## src/rtl/stepper_regs_pkg.sv

```systemverilog
// stepper_regs_pkg: register map shared by the step/dir monitor and the stepper controller
package stepper_regs_pkg;
  localparam logic [2:0] ADDR_CTRL     = 3'd0;
  localparam logic [2:0] ADDR_POSITION = 3'd1;
  localparam logic [2:0] ADDR_PERIOD   = 3'd2;
  localparam logic [2:0] ADDR_TARGET   = 3'd3;
  localparam logic [2:0] ADDR_STATUS   = 3'd4;
  localparam logic [2:0] ADDR_TIMEOUT  = 3'd5;
  localparam logic [2:0] ADDR_STEPCNT  = 3'd6;
  localparam logic [2:0] ADDR_ID       = 3'd7;
  localparam int CTRL_COUNT_EN = 0;
  localparam int CTRL_IRQ_EN   = 1;
  localparam int CTRL_DIR_INV  = 2;
  localparam int CTRL_POS_CLR  = 3;
  localparam int STATUS_HIT    = 0;
  localparam logic [31:0] ID_VALUE = 32'h5344_4D31;
  typedef struct packed {
    logic dir_inv;
    logic irq_en;
    logic count_en;
  } ctrl_t;
  typedef struct packed {
    logic en;
    logic pvalid;
    logic stalled;
    logic hit;
  } status_t;
endpackage

```

## src/rtl/step_dir_monitor_if.sv

```systemverilog
// step_dir_monitor_if: Avalon-MM slave bus of the step/dir monitor
interface step_dir_monitor_if;
  logic        avs_cs;
  logic        avs_read;
  logic        avs_write;
  logic [2:0]  avs_address;
  logic [31:0] avs_writedata;
  logic [31:0] avs_readdata;
  modport master (output avs_cs, avs_read, avs_write, avs_address, avs_writedata, input avs_readdata);
  modport slave (input avs_cs, avs_read, avs_write, avs_address, avs_writedata, output avs_readdata);
endinterface

```

## src/rtl/sd_sync.sv

```systemverilog
// sd_sync: 2-FF synchronizer with rising-edge detect on i_edge, equal-depth sync for i_lvl
module sd_sync #(
  parameter int W = 1
) (
  input  logic         clk,
  input  logic         rst_n,
  input  logic         i_edge,
  input  logic [W-1:0] i_lvl,
  output logic         o_rise,
  output logic [W-1:0] o_lvl
);
  logic [W:0] r_meta, r_sync;
  logic       r_prev;
  logic [2:0] r_vld;
  // r_vld gates the edge until r_prev holds a real sample, so a level already high at reset release is not an edge
  always_ff @(posedge clk or negedge rst_n) begin
    if (!rst_n) begin
      r_meta <= '0;
      r_sync <= '0;
      r_prev <= 1'b0;
      r_vld  <= '0;
    end else begin
      r_meta <= {i_lvl, i_edge};
      r_sync <= r_meta;
      r_prev <= r_sync[0];
      r_vld  <= {r_vld[1:0], 1'b1};
    end
  end
  assign o_rise = r_sync[0] & ~r_prev & r_vld[2];
  assign o_lvl  = r_sync[W:1];
endmodule

```

## src/rtl/step_dir_monitor.sv

```systemverilog
// step_dir_monitor: counts stepper drive step/dir pulses into position, step count, period and stall status
module step_dir_monitor
  import stepper_regs_pkg::*;
#(
  parameter logic [31:0] TIMEOUT_DEFAULT = 32'd1_000_000
) (
  input  logic              avs_clk,
  input  logic              avs_reset_n,
  step_dir_monitor_if.slave avs,
  input  logic              step_in,
  input  logic              dir_in,
  input  logic              en_in,
  output logic              irq
);
  ctrl_t       r_ctrl;
  logic [31:0] r_pos, r_period, r_target, r_timeout, r_stepcnt, r_pcnt, r_rdata;
  logic        r_hit, r_pvalid;
  logic        w_rise, w_dir, w_en, w_wr, w_step, w_pos_wr, w_count_rise;
  logic [7:0]  w_sel;
  logic [31:0] w_wd, w_pos_next, w_rdata;
  status_t     w_status;
  sd_sync #(.W(2)) u_sync (
    .clk    (avs_clk),
    .rst_n  (avs_reset_n),
    .i_edge (step_in),
    .i_lvl  ({en_in, dir_in}),
    .o_rise (w_rise),
    .o_lvl  ({w_en, w_dir})
  );
  assign w_wd         = avs.avs_writedata;
  assign w_wr         = avs.avs_cs & avs.avs_write;
  assign w_sel        = w_wr ? 8'(1) << avs.avs_address : '0;
  assign w_step       = w_rise & w_en & r_ctrl.count_en;
  assign w_pos_next   = r_pos + ((w_dir ^ r_ctrl.dir_inv) ? 32'd1 : '1);
  assign w_pos_wr     = w_sel[ADDR_POSITION] | (w_sel[ADDR_CTRL] & w_wd[CTRL_POS_CLR]);
  assign w_count_rise = w_sel[ADDR_CTRL] & w_wd[CTRL_COUNT_EN] & ~r_ctrl.count_en;
  assign w_status     = status_t'({w_en, r_pvalid, r_pcnt >= r_timeout, r_hit});
  assign irq          = r_hit & r_ctrl.irq_en;
  assign avs.avs_readdata = r_rdata;
  always_comb begin
    w_rdata = '0;
    case (avs.avs_address)
      ADDR_CTRL:     w_rdata = {29'd0, r_ctrl};
      ADDR_POSITION: w_rdata = r_pos;
      ADDR_PERIOD:   w_rdata = r_period;
      ADDR_TARGET:   w_rdata = r_target;
      ADDR_STATUS:   w_rdata = {28'd0, w_status};
      ADDR_TIMEOUT:  w_rdata = r_timeout;
      ADDR_STEPCNT:  w_rdata = r_stepcnt;
      default:       w_rdata = ID_VALUE;
    endcase
  end
  always_ff @(posedge avs_clk or negedge avs_reset_n) begin
    if (!avs_reset_n) begin
      r_ctrl    <= '0;
      r_pos     <= '0;
      r_period  <= '0;
      r_target  <= '0;
      r_timeout <= TIMEOUT_DEFAULT;
      r_stepcnt <= '0;
      r_pcnt    <= '0;
      r_hit     <= 1'b0;
      r_pvalid  <= 1'b0;
      r_rdata   <= '0;
    end else begin
      if (w_sel[ADDR_CTRL]) r_ctrl <= ctrl_t'(w_wd[2:0]);
      if (w_sel[ADDR_TARGET]) r_target <= w_wd;
      if (w_sel[ADDR_TIMEOUT]) r_timeout <= w_wd;
      if (w_step & r_pvalid) r_period <= r_pcnt + 32'd1;
      if (avs.avs_cs & avs.avs_read) r_rdata <= w_rdata;
      r_pos     <= w_sel[ADDR_POSITION] ? w_wd : w_pos_wr ? '0 : w_step ? w_pos_next : r_pos;
      r_stepcnt <= w_sel[ADDR_STEPCNT] ? '0 : r_stepcnt + {31'd0, w_step};
      r_pcnt    <= w_step ? '0 : r_pcnt + {31'd0, ~&r_pcnt};
      r_pvalid  <= w_count_rise ? 1'b0 : r_pvalid | w_step;
      // a hit set by a step outranks a same-cycle W1C; a step overridden by a POSITION write cannot hit
      r_hit     <= (w_step & ~w_pos_wr & (w_pos_next == r_target)) |
                   (r_hit & ~(w_sel[ADDR_STATUS] & w_wd[STATUS_HIT]));
    end
  end
endmodule

```

## src/flat_wrapper.sv

```systemverilog
// flat-port wrapper written by rule: the top's interface ports become plain ports
module step_dir_monitor_flat import stepper_regs_pkg::*;
#(
  parameter logic [31:0] TIMEOUT_DEFAULT = 32'd1_000_000
)
  (avs_clk, avs_reset_n, step_in, dir_in, en_in, irq, avs_avs_cs, avs_avs_read, avs_avs_write, avs_avs_address, avs_avs_writedata, avs_avs_readdata);
  step_dir_monitor_if avs_i ();
  input  logic avs_clk;
  input  logic avs_reset_n;
  input  logic step_in;
  input  logic dir_in;
  input  logic en_in;
  output logic irq;
  input wire logic [$bits(avs_i.avs_cs)-1:0] avs_avs_cs;
  input wire logic [$bits(avs_i.avs_read)-1:0] avs_avs_read;
  input wire logic [$bits(avs_i.avs_write)-1:0] avs_avs_write;
  input wire logic [$bits(avs_i.avs_address)-1:0] avs_avs_address;
  input wire logic [$bits(avs_i.avs_writedata)-1:0] avs_avs_writedata;
  output wire logic [$bits(avs_i.avs_readdata)-1:0] avs_avs_readdata;
  assign avs_i.avs_cs = avs_avs_cs;
  assign avs_i.avs_read = avs_avs_read;
  assign avs_i.avs_write = avs_avs_write;
  assign avs_i.avs_address = avs_avs_address;
  assign avs_i.avs_writedata = avs_avs_writedata;
  assign avs_avs_readdata = avs_i.avs_readdata;
  step_dir_monitor #(.TIMEOUT_DEFAULT(TIMEOUT_DEFAULT)) u_core (.avs_clk(avs_clk), .avs_reset_n(avs_reset_n), .avs(avs_i), .step_in(step_in), .dir_in(dir_in), .en_in(en_in), .irq(irq));
endmodule
```

## config.mk

```make
export PLATFORM = sky130hd
export DESIGN_NAME = step_dir_monitor_flat
export DESIGN_NICKNAME = d
export VERILOG_FILES = /design/src/rtl/stepper_regs_pkg.sv /design/src/rtl/step_dir_monitor_if.sv /design/src/rtl/sd_sync.sv /design/src/rtl/step_dir_monitor.sv /design/src/flat_wrapper.sv
export SDC_FILE = /design/constraint.sdc
export NUM_CORES = 1
export LEC_CHECK = 0
export ABC_AREA = 1
export ABC_CLOCK_PERIOD_IN_PS = 4700
export BUFFER_PORTS_ARGS = -buffer_cell sky130_fd_sc_hd__buf_2
export CAP_MARGIN = 20
export CORE_MARGIN = 1.5
export CORE_UTILIZATION = 36
export CTS_CLUSTER_DIAMETER = 40
export DETAILED_ROUTE_END_ITERATION = 7
export REMOVE_ABC_BUFFERS = 1
export SETUP_SLACK_MARGIN = 0.2
export SLEW_MARGIN = 25
export SYNTH_ARGS = -nofsm -noshare
export SYNTH_HDL_FRONTEND = slang
export SYNTH_SLANG_ARGS = --single-unit
```

## constraint.sdc

```tcl
create_clock -name avs_clk -period 4.7 [get_ports avs_clk]
set_input_delay 0.705 -clock avs_clk [delete_from_list [all_inputs] [get_ports avs_clk]]
set_output_delay 0.705 -clock avs_clk [all_outputs]
set_load 0.005 [all_outputs]
```

==> results of run 1 <==
cell type report:
type	instances	area, um^2	share of cell area
inverters	287	1080	0.0601
clock buffers	49	1160	0.0648
multi-input cells	1609	8060	0.450
well taps	539	674	0.0376
repair buffers	92	513	0.0286
flip-flops and latches	239	5990	0.334
clock inverters	33	453	0.0253
registers in the layout (all words and copies together) (netlist names), 3 cells and up:
name / cells
u_core.avs.avs_readdata: 32
u_core.r_timeout: 32
u_core.r_pos: 32
u_core.r_pcnt: 32
u_core.r_target: 32
u_core.u_sync.r_sync: 3
u_core.u_sync.r_vld: 3
u_core.u_sync.r_meta: 3
u_core.r_period: 32
u_core.r_ctrl: 3
u_core.r_stepcnt: 32
Yosys cell counts, types with 2 or more instances:
cell type / n / area share
inv_1: 281 / 0.068
o21ai_0: 180 / 0.058
nor3_1: 56 / 0.018
dfstp_2: 7 / 0.012
o21a_1: 6 / 0.0029
nor2_1: 209 / 0.051
clkinv_1: 2 / 0.00049
buf_2: 4 / 0.0013
a21oi_1: 92 / 0.030
dfrtp_1: 232 / 0.38
buf_6: 7 / 0.0051
inv_2: 4 / 0.00097
o22ai_1: 26 / 0.011
a41o_1: 2 / 0.0013
nand4_1: 30 / 0.012
nor4_1: 10 / 0.0041
xor2_1: 34 / 0.019
a221oi_1: 27 / 0.015
mux2_2: 3 / 0.0022
clkbuf_1: 54 / 0.013
o21bai_1: 2 / 0.00097
o211ai_1: 3 / 0.0015
nand2_1: 630 / 0.15
nor2_2: 8 / 0.0032
xnor2_1: 9 / 0.0051
o221ai_1: 13 / 0.0074
nand3_1: 141 / 0.046
a211oi_1: 2 / 0.00097
nand2_4: 2 / 0.0015
nand2_2: 20 / 0.0081
ha_1: 40 / 0.032
and3_1: 4 / 0.0016
xnor3_1: 4 / 0.0058
a31oi_1: 17 / 0.0069
or2_2: 2 / 0.00081
and2_1: 2 / 0.00081
a41oi_1: 22 / 0.013
logic make-up (layout without fill, tap and decap cells):
logic type,count (synthesis),in the layout,share of synthesized area
simple gates,1117,1117,0.302
compound gates,401,401,0.154
buf+inv,353,461,0.0899
flops,239,239,0.389
xor+xnor,47,47,0.0303
fa+ha+maj,40,40,0.0325
mux,3,3,0.00219
other cells,1,1,0.000243
routing by layer:
layer	part of all wire	global-route usage	wire length [um]	vias up
met5	0	0	0	-
met4	0.032	0.0958	1870	0
met3	0.079	0.0446	4640	113
met2	0.45	0.430	26700	662
met1	0.43	0.362	25500	7455
li1	-	-	-	7411
stage by stage:
| step | power, mW | hold slack, ns | instance area, um^2 | setup slack, ns | utilization |
|---|---|---|---|---|---|
| after floorplan | 4.97 | 0.331 | 15100 | 0.732 | - |
| after global placement | 6.11 | 0.333 | 16300 | 0.773 | 0.387 |
| after detailed placement | 6.14 | 0.337 | 16300 | 0.781 | 0.387 |
| after CTS | 9.63 | 0.222 | 17900 | 0.755 | 0.426 |
| after global routing | 10.2 | 0.228 | 17900 | 0.375 | 0.426 |
| final | 9.66 | 0.197 | 17900 | 0.694 | 0.426 |
worst register-to-register path, delay by kind of cell (launching register included):
| kind | cells | cell delay, ns |
|---|---|---|
| AOI/OAI and AO/OA | 1 | 0.16 |
| and+or+nand+nor | 11 | 1.75 |
| DFF | 1 | 0.45 |
| buffers and inverters | 9 | 1.04 |
| adders and majority gates | 2 | 0.48 |
power by group:
| part | switching, mW | total (mW) | internal [mW] |
|---|---|---|---|
| clock | 1.24 | 3.45 | 2.21 |
| combinational | 2.30 | 3.32 | 1.02 |
| sequential | 0.421 | 2.88 | 2.46 |
| total | 3.96 | 9.66 | 5.69 |
path summary, 6_finish.rpt:
kind	to
max	u_core.r_pcnt[15]
max reg2reg	u_core.r_pcnt[15]
min reg2reg	u_core.u_sync.r_sync[2]
min in group avs_clk	u_core.u_sync.r_meta[0]
min	u_core.r_period[3]
max in group asynchronous	u_core.r_timeout[16]
==> impl_metrics.env, run 1 <==
export IMPL_yosysSeqAreaShare=0.389
export IMPL_numCtsBuffers=45
export IMPL_drt_total_wl_um=58700
export IMPL_grt_pass1_wl_um=89500
export IMPL_clkTransAtPathRegs_ns=0.05
export IMPL_yosys_warnings=0
export IMPL_start_util=0.366
export IMPL_drcViolationCount=0
export IMPL_leakagePower_nw=8.51
export IMPL_fin_cells=2848
export IMPL_rsz0062_at_grt="false"
export IMPL_die_w_um=210
export IMPL_grt_overflow=0
export IMPL_n_antenna_cell=0
export IMPL_vias_per_cell=5.49
export IMPL_worst_pin_slew_ns=1.13
export IMPL_synth_seq_cells=239
export IMPL_area_growth_pct=16.3
export IMPL_fin_crit_sh=0.852
export IMPL_rows=75
export IMPL_power_density_mw_per_mm2=539
export IMPL_cts_root_buf="clkbuf_16"
export IMPL_period_needed_ns=4.01
export IMPL_relSlewSlack=0.237
export IMPL_critical_path_top_delay_family="simple AND/OR/NAND/NOR gates"
export IMPL_io_buffers=75
export IMPL_synth_edf_count=0
export IMPL_dr_pass1_iters=8
export IMPL_grt_antenna_before_repair=0
export IMPL_fill_cells=4322
export IMPL_drt_initial_drc_count=1712
export IMPL_fin_tns_setup_ns=0
export IMPL_nets=2357
export IMPL_skew_ns=0.0247
export IMPL_syn_avg_cell_area_um2=7.00
export IMPL_worst_hold_path_type="in -> async"
export IMPL_cp_depth=23
export IMPL_cts_hold_buf=0
export IMPL_cp_startpoint="u_core.r_pcnt[0]"
export IMPL_cpMaxStageDelayCell="dfrtp_1"
export IMPL_num_vias=15641
export IMPL_final_common_cell="nand2_1"
export IMPL_gp_congestion=1.01
export IMPL_regToRegSetupSlack_ns=0.69
export IMPL_ir_drop_uv=288
export IMPL_synth_flop_cell="dfrtp_1"
export IMPL_required_ns=5.15
export IMPL_start_kind="flip-flop"
export IMPL_cts_resized=0
export IMPL_worstSetupPathType="reg -> reg"
export IMPL_status="finished, final reports clean"
export IMPL_layout_common_cells="nand2_1 (629), inv_1 (281), dfrtp_1 (232), nor2_1 (208), o21ai_0 (180)"
export IMPL_cts_max_level=2
export IMPL_setup_violations=0
export IMPL_dp_hpwl_um=45000
export IMPL_r2r_cells=23
export IMPL_dieArea_mm2=0.0441
export IMPL_max_freq_ghz=0.250
export IMPL_critical_path_buf_inv_count=9
export IMPL_max_cap_violations=0
export IMPL_ios=76
export IMPL_cp_max_fo=5
export IMPL_clock_sinks=239
export IMPL_cp_end_kind="flip-flop"
export IMPL_r2r_start="u_core.r_pcnt[0]"
export IMPL_layout_drive_gt1_share=0.0983
export IMPL_slowest_delay_ns=0.45
export IMPL_grtUsageTotal=0.267
export IMPL_grt_pass1_vias=14849
export IMPL_cts_setup_buffers=0
export IMPL_arrival_ns=4.45
export IMPL_worstPathCellList="ha_1, inv_1, nor3_1, inv_1, nor2_1, inv_1, nor2_1, inv_1, nor2_1, nand2_1, ha_1, inv_1, nor2_1, inv_1, nor2_1, inv_1, nor2_1, inv_1, nor2_1, inv_1, nor2_1, o21ai_0, nor2_1"
export IMPL_core_area_mm2=0.0421
export IMPL_insertion_delay_ns=0.58
export IMPL_wl_per_cell_um=20.6
export IMPL_ys_types=51
export IMPL_ant_nets=0
export IMPL_clk_path_buf_depth=3
export IMPL_grt_start_max_net_pins=113
export IMPL_async_flop_share=1.00
export IMPL_netlist_area_mm2=0.0154
export IMPL_maxSlewViolCount=0
export IMPL_die_h_um=210
export IMPL_hold_viol_final=0
export IMPL_cts_tree="done"
export IMPL_place_inst=2766
export IMPL_syn_inst=2201
(Power assumes the default switching activity.)
==> run 2, diff against run 1 <==
--- a/config.mk
+++ b/config.mk
@@ -18,4 +18,5 @@
 export SLEW_MARGIN = 25
 export SYNTH_ARGS = -nofsm -noshare
 export SYNTH_HDL_FRONTEND = slang
+export SYNTH_HIERARCHICAL = 1
 export SYNTH_SLANG_ARGS = --single-unit
==> run 2 against run 1 <==
Effect of this change:
- combinational power fell by 1%
- hold slack lost 0.0067 ns
- via count down 2.4%
- first-iteration DRC count fell by 18%
- clock power about the same
- cell area shrank 1.2%
- sequential share of layout area up 0.39 points
- final cell count fell by 1.7%
==> impl_metrics.env, run 2 <==
export IMPL_status="finished, final reports clean"
export IMPL_post_route_util=0.431
export IMPL_ant_nets=0
export IMPL_arrival_ns=4.07
export IMPL_max_freq_ghz=0.277
export IMPL_p_int_mw=5.61
export IMPL_async_flop_share=1.00
export IMPL_synthMuxAreaShare=0.000746
export IMPL_place_inst=2706
export IMPL_maxSlewViolCount=0
export IMPL_cts_setup_buffers=0
export IMPL_dr_pass1_iters=5
export IMPL_ys_types=54
export IMPL_nets=2309
export IMPL_worstSetupPathType="reg -> reg"
export IMPL_synth_edf_count=0
export IMPL_grt_pass1_wl_um=86200
export IMPL_synth_compound_area_frac=0.162
export IMPL_leakagePower_nw=8.38
export IMPL_core_area_mm2=0.0411
export IMPL_met1_length_um=24400
export IMPL_synthXorXnorAreaFrac=0.0299
export IMPL_netlist_area_mm2=0.0151
export IMPL_required_ns=5.16
export IMPL_seq_power_share=0.298
export IMPL_grt_start_max_net_pins=109
export IMPL_fin_crit_sh=0.768
export IMPL_syn_inst=2149
export IMPL_period_needed_ns=3.61
export IMPL_clkTransAtPathRegs_ns=0.05
export IMPL_yosysTopAreaCellShare=0.384
export IMPL_skew_ns=0.0200
export IMPL_die_w_um=208
export IMPL_p_comb_frac=0.342
export IMPL_regArea_mm2=0.00599
export IMPL_final_common_cell="nand2_1"
export IMPL_syn_avg_cell_area_um2=7.03
export IMPL_cp_end_kind="flip-flop"
export IMPL_cts_root_buf="clkbuf_16"
export IMPL_cts_tree="done"
export IMPL_grtUsageTotal=0.258
export IMPL_numCtsBuffers=49
export IMPL_rows=74
export IMPL_grt_overflow=0
export IMPL_placed_area_mm2=0.0160
export IMPL_max_cap_violations=0
export IMPL_dp_hpwl_um=42400
export IMPL_gp_congestion=0.969
export IMPL_finalInstanceArea_mm2=0.0177
export IMPL_ir_drop_uv=300
export IMPL_setup_violations=0
export IMPL_cts_resized=0
export IMPL_cts_max_level=2
export IMPL_synth_top_family_by_area="simple AND/OR/NAND/NOR gates"
export IMPL_io_buffers=75
export IMPL_grt_pass1_vias=14742
export IMPL_drcViolationCount=0
export IMPL_yosysSeqAreaShare=0.397
export IMPL_die_h_um=208
export IMPL_critical_path_top_delay_family="simple AND/OR/NAND/NOR gates"
export IMPL_layout_common_cells="nand2_1 (630), inv_1 (275), dfrtp_1 (232), o21ai_0 (195), nor2_1 (180)"
export IMPL_hold_viol_final=0
export IMPL_layout_drive_gt1_share=0.101
export IMPL_start_kind="flip-flop"
export IMPL_cts_hold_buf=0
export IMPL_dr_wl_met3_um=4140
export IMPL_num_vias=15267
export IMPL_wl_per_cell_um=19.8
export IMPL_start_util=0.367
export IMPL_rsz0062_at_grt="false"
export IMPL_dr_wl_met2_um=24700
export IMPL_clk_path_buf_depth=3
export IMPL_top_layer_used="met4"
export IMPL_fin_tns_setup_ns=0
export IMPL_netSwitchingPower_mw=3.96
export IMPL_insertion_delay_ns=0.59
export IMPL_ios=76
export IMPL_ys_top_cells_by_count="nand2_1 (631), inv_1 (275), dfrtp_1 (232)"
export IMPL_worst_pin_slew_ns=1.03
export IMPL_synth_seq_cells=239
export IMPL_critical_path_buf_inv_count=2
export IMPL_synth_most_common_cell="nand2_1"
export IMPL_power_density_mw_per_mm2=540
export IMPL_worstPathCellList="ha_1, nand2_1, nor2_1, nand3_1, or3_1, ha_1, ha_1, nand2_1, nor2_1, inv_1, nor2_1, inv_1, nor4_1, nand4_1, o21ai_0, a21oi_1"
export IMPL_swShare=0.414
export IMPL_n_antenna_cell=0
export IMPL_synth_adder_area_share=0.0331
export IMPL_grt_antenna_before_repair=0
export IMPL_worst_hold_path_type="in -> async"
export IMPL_synth_simple_area_share=0.287
export IMPL_area_growth_pct=17.4
export IMPL_relSlewSlack=0.314
export IMPL_clock_sinks=239
export IMPL_dieArea_mm2=0.0432
export IMPL_synth_top_cells_by_area="dfrtp_1 (38%), nand2_1 (16%), inv_1 (6.8%), o21ai_0 (6.5%), nor2_1 (4.5%)"
export IMPL_pre_cts_slack_ns=1.05
export IMPL_synth_top_area_cell="dfrtp_1"
export IMPL_cpMaxStageDelayCell="nor4_1"
export IMPL_layout_setup_ws_ns=1.09
export IMPL_drt_total_wl_um=55400
export IMPL_vias_per_cell=5.45
export IMPL_synth_flop_cell="dfrtp_1"
export IMPL_fill_cells=4253
export IMPL_yosys_warnings=6
export IMPL_fin_cells=2799
export IMPL_multiInputGateArea_mm2=0.00777
export IMPL_pwr_share_clk=0.360
export IMPL_slowest_delay_ns=0.53
export IMPL_drt_initial_drc_count=1403
export IMPL_cp_max_fo=5
[run 2: cell count changes after synthesis, moves of 7 or more]
cell / change
o221ai_1: -7
o22ai_1: +13
nand4_1: -8
nor2_1: -28
a211oi_1: +11
nor3_1: -12
nand2_2: -12
o21ai_0: +15
a221oi_1: -10
nand3_1: -21
[run 2: final timing paths]
kind,start,end,slack [ns],cells after the start
max,u_core/r_pcnt[0],u_core/r_pcnt[28],1.09,16
min,avs_reset_n,u_core/r_period[2],0.19,1
max reg2reg,u_core/r_pcnt[0],u_core/r_pcnt[28],1.09,16
min reg2reg,u_core/u_sync/r_vld[1],u_core/u_sync/r_vld[2],0.34,0
max in group asynchronous,avs_reset_n,u_core/r_pcnt[24],3.42,2
min in group avs_clk,en_in,u_core/u_sync/r_meta[2],0.22,1
[run 2: kinds of logic (layout without fill, tap and decap cells)]
kind of cell / count (synthesis) / in the layout
DFF: 239 / 239
other: 1 / 1
AOI/OAI and AO/OA: 423 / 423
muxes: 1 / 1
and+or+nand+nor: 1046 / 1046
adders and majority gates: 40 / 40
buffers and inverters: 353 / 471
xor gates and xnor gates: 46 / 46
[run 2: per-layer routing]
layer  vias up  track usage
met4         0        0.107
li1       7261            -
met2       613        0.405
met5         -            0
met3       110       0.0383
met1      7283        0.354
[run 2: area by class of cell]
type | count | share of cell area
Sequential cell | 239 | 0.338
Inverter | 282 | 0.0597
Multi-Input combinational cell | 1557 | 0.438
Clock inverter | 39 | 0.0223
Clock buffer | 53 | 0.0717
Timing Repair Buffer | 97 | 0.0325
Tap cell | 532 | 0.0376
[run 2: power groups by stage]
| stage | combinational, mW | clock, mW | sequential (mW) |
|---|---|---|---|
| finish | 3.28 | 3.45 | 2.85 |
| global route | 3.67 | 3.62 | 2.90 |
| CTS | 3.22 | 3.52 | 2.84 |
| detailed placement | 3.21 | 0 | 2.87 |
| global placement | 3.18 | 0 | 2.87 |
| floorplan | 2.21 | 0 | 2.72 |
[run 2: per-stage QoR]
step	total power [mW]	hold WS, ns
3_5_place_dp	6.08	0.336
3_3_place_gp	6.05	0.331
5_1_grt	10.2	0.202
4_1_cts	9.58	0.196
6_report	9.58	0.190
2_1_floorplan	4.93	0.331
==> run 3, diff against run 2 <==
--- a/config.mk
+++ b/config.mk
@@ -6,7 +6,7 @@
 export NUM_CORES = 1
 export LEC_CHECK = 0
 export ABC_AREA = 1
-export ABC_CLOCK_PERIOD_IN_PS = 4700
+export ABC_CLOCK_PERIOD_IN_PS = 3000
 export BUFFER_PORTS_ARGS = -buffer_cell sky130_fd_sc_hd__buf_2
 export CAP_MARGIN = 20
 export CORE_MARGIN = 1.5
==> constraint.sdc (replaced) <==
create_clock -name avs_clk -period 3 [get_ports avs_clk]
set_input_delay 0.45 -clock avs_clk [delete_from_list [all_inputs] [get_ports avs_clk]]
set_output_delay 0.45 -clock avs_clk [all_outputs]
set_load 0.005 [all_outputs]
==> run 3 against run 2 <==
Effect of this change:
- total power grew 71%
- critical path depth increased by 4
- die area stayed put
- via count up 4.7%
- first-iteration DRC count increased by 13%
- worst setup slack worse by 0.84 ns
- core utilization grew 4.8 points
- global-route usage grew 0.14 points
- maximum frequency increased by 31%
- clock skew down 0.0057 ns
- critical path type unchanged
- largest cell class unchanged
- largest power group is now combinational logic
==> impl_metrics.env, run 3 (synthesis gave the netlist of run 2 again) <==
export IMPL_status="finished, final reports clean"
export IMPL_layout_common_cells="nand2_1 (571), inv_1 (268), dfrtp_1 (230), o21ai_0 (189), nor2_1 (146)"
export IMPL_clk_path_buf_depth=3
export IMPL_grt_pass1_vias=15069
export IMPL_max_freq_ghz=0.363
export IMPL_hold_depth=3
export IMPL_layout_drive_gt1_share=0.205
export IMPL_regArea_mm2=0.00599
export IMPL_rows=74
export IMPL_leakagePower_nw=9.35
export IMPL_num_vias=15986
export IMPL_ant_nets=0
export IMPL_die_w_um=208
export IMPL_endpoint="u_core/r_hit"
export IMPL_maxSlewViolCount=0
export IMPL_numCtsBuffers=47
export IMPL_core_area_mm2=0.0411
export IMPL_start_kind="flip-flop"
export IMPL_clkTransAtPathRegs_ns=0.05
export IMPL_cp_startpoint="u_core/r_ctrl[2]"
export IMPL_regToRegSetupSlack_ns=0.25
export IMPL_die_h_um=208
export IMPL_nets=2448
export IMPL_grt_pass1_wl_um=86700
export IMPL_fin_tns_setup_ns=0
export IMPL_drcViolationCount=0
export IMPL_vias_per_cell=5.45
export IMPL_area_growth_pct=30.4
export IMPL_multiInputGateArea_mm2=0.00844
export IMPL_dp_hpwl_um=43200
export IMPL_power_density_mw_per_mm2=831
export IMPL_met3_usage=0.0301
export IMPL_final_common_cell="nand2_1"
export IMPL_gp_congestion=0.943
export IMPL_skew_ns=0.0143
export IMPL_cts_max_level=2
export IMPL_grt_start_max_net_pins=76
export IMPL_worst_hold_path_type="in -> reg"
export IMPL_arrival_ns=3.25
export IMPL_power_mw=16.4
export IMPL_max_cap_violations=0
export IMPL_io_buffers=75
export IMPL_dieArea_mm2=0.0432
export IMPL_setup_violations=0
export IMPL_ios=76
export IMPL_r2r_start="u_core/r_ctrl[2]"
export IMPL_period_needed_ns=2.75
export IMPL_grt_antenna_before_repair=0
export IMPL_clock_sinks=239
export IMPL_grtUsageTotal=0.259
export IMPL_n_antenna_cell=0
export IMPL_wl_per_cell_um=19.6
export IMPL_worst_pin_slew_ns=0.868
export IMPL_cp_end_kind="flip-flop"
export IMPL_hold_slack_ns=0.147
export IMPL_met1_usage=0.360
export IMPL_ir_drop_uv=406
export IMPL_cp_max_fo=8
export IMPL_hold_viol_final=0
export IMPL_r2r_cells=20
export IMPL_required_ns=3.49
export IMPL_post_route_util=0.479
export IMPL_cts_tree="done"
export IMPL_rsz0062_at_grt="true"
export IMPL_r2r_end="u_core/r_hit"
export IMPL_insertion_delay_ns=0.56
export IMPL_fill_cells=4117
export IMPL_start_util=0.367
export IMPL_grt_busiest_layer="met2"
export IMPL_use_met2=0.410
export IMPL_drt_total_wl_um=57500
export IMPL_fin_crit_sh=0.918
export IMPL_worstSetupPathType="reg -> reg"
export IMPL_drt_initial_drc_count=1588
export IMPL_dr_pass1_iters=6
export IMPL_cts_root_buf="clkbuf_16"
export IMPL_relSlewSlack=0.416
export IMPL_grt_overflow=0
## run 3: layout make-up
cell class / instances / area share
Sequential cell: 239 / 0.304
Multi-Input combinational cell: 1557 / 0.429
Tap cell: 532 / 0.0338
Timing Repair Buffer: 238 / 0.0931
Inverter: 282 / 0.0541
Clock inverter: 30 / 0.0213
Clock buffer: 57 / 0.0648
## run 3: how the worst min path moves through the flow
stage,from,to,slack (ns)
floorplan,avs_reset_n,u_core/avs.avs_readdata[0],0.15
global placement,u_core/u_sync/r_vld[1],u_core/u_sync/r_vld[2],0.33
detailed placement,u_core/u_sync/r_vld[0],u_core/u_sync/r_vld[1],0.34
CTS,avs_avs_writedata[24],u_core/r_timeout[24],0.12
global route,avs_avs_writedata[28],u_core/r_timeout[28],0.13
finish,avs_avs_writedata[28],u_core/r_timeout[28],0.15
## run 3: through the flow
stage	cells	setup WS [ns]	area [um^2]
2_1_floorplan	2078	-1.31	14800
3_3_place_gp	2797	-0.0230	16800
3_5_place_dp	2797	-0.0398	16800
4_1_cts	2910	0.152	18800
5_1_grt	2935	0.0675	19700
6_report	2935	0.247	19700
## run 3: timing repair
action / 4_1_cts / 5_1_grt
gates cloned: 1 / 4
hold buffers: 4 / 0
endpoints found under the setup margin: 13 / 35
setup buffers: 21 / 21
endpoints found under the hold margin: 72 / 0
pin swaps: 6 / 58
resized for setup: 26 / 171
## run 3: power breakdown
| group | leakage [nW] | switching (mW) | internal [mW] |
|---|---|---|---|
| clock | 0.824 | 1.90 | 3.76 |
| combinational | 5.51 | 4.03 | 2.25 |
| sequential | 3.02 | 0.542 | 3.87 |
| total | 9.35 | 6.48 | 9.88 |
## run 3: critical path, cell delays in order, from the launching register on
cell and delay (ns):
dfrtp_2 0.46, inv_4 0.10, nand2_4 0.08, nand2_8 0.14
clkbuf_16 0.18, nand2_1 0.06, nand2_2 0.10, nand2_1 0.13
nor2_1 0.22, nand2_1 0.08, nand2_1 0.17, inv_1 0.08
nand4_1 0.15, nand2_1 0.09, nand2_1 0.07, nand3_1 0.08
nor2_2 0.14, nand2_1 0.07, nor2_1 0.10, nand2_1 0.10
nand2_1 0.07
## run 3: metal layers
layer	wire, um	up-vias
li1	-	7537
met1	25300	7733
met2	26400	598
met3	3650	118
met4	2230	0
met5	0	-
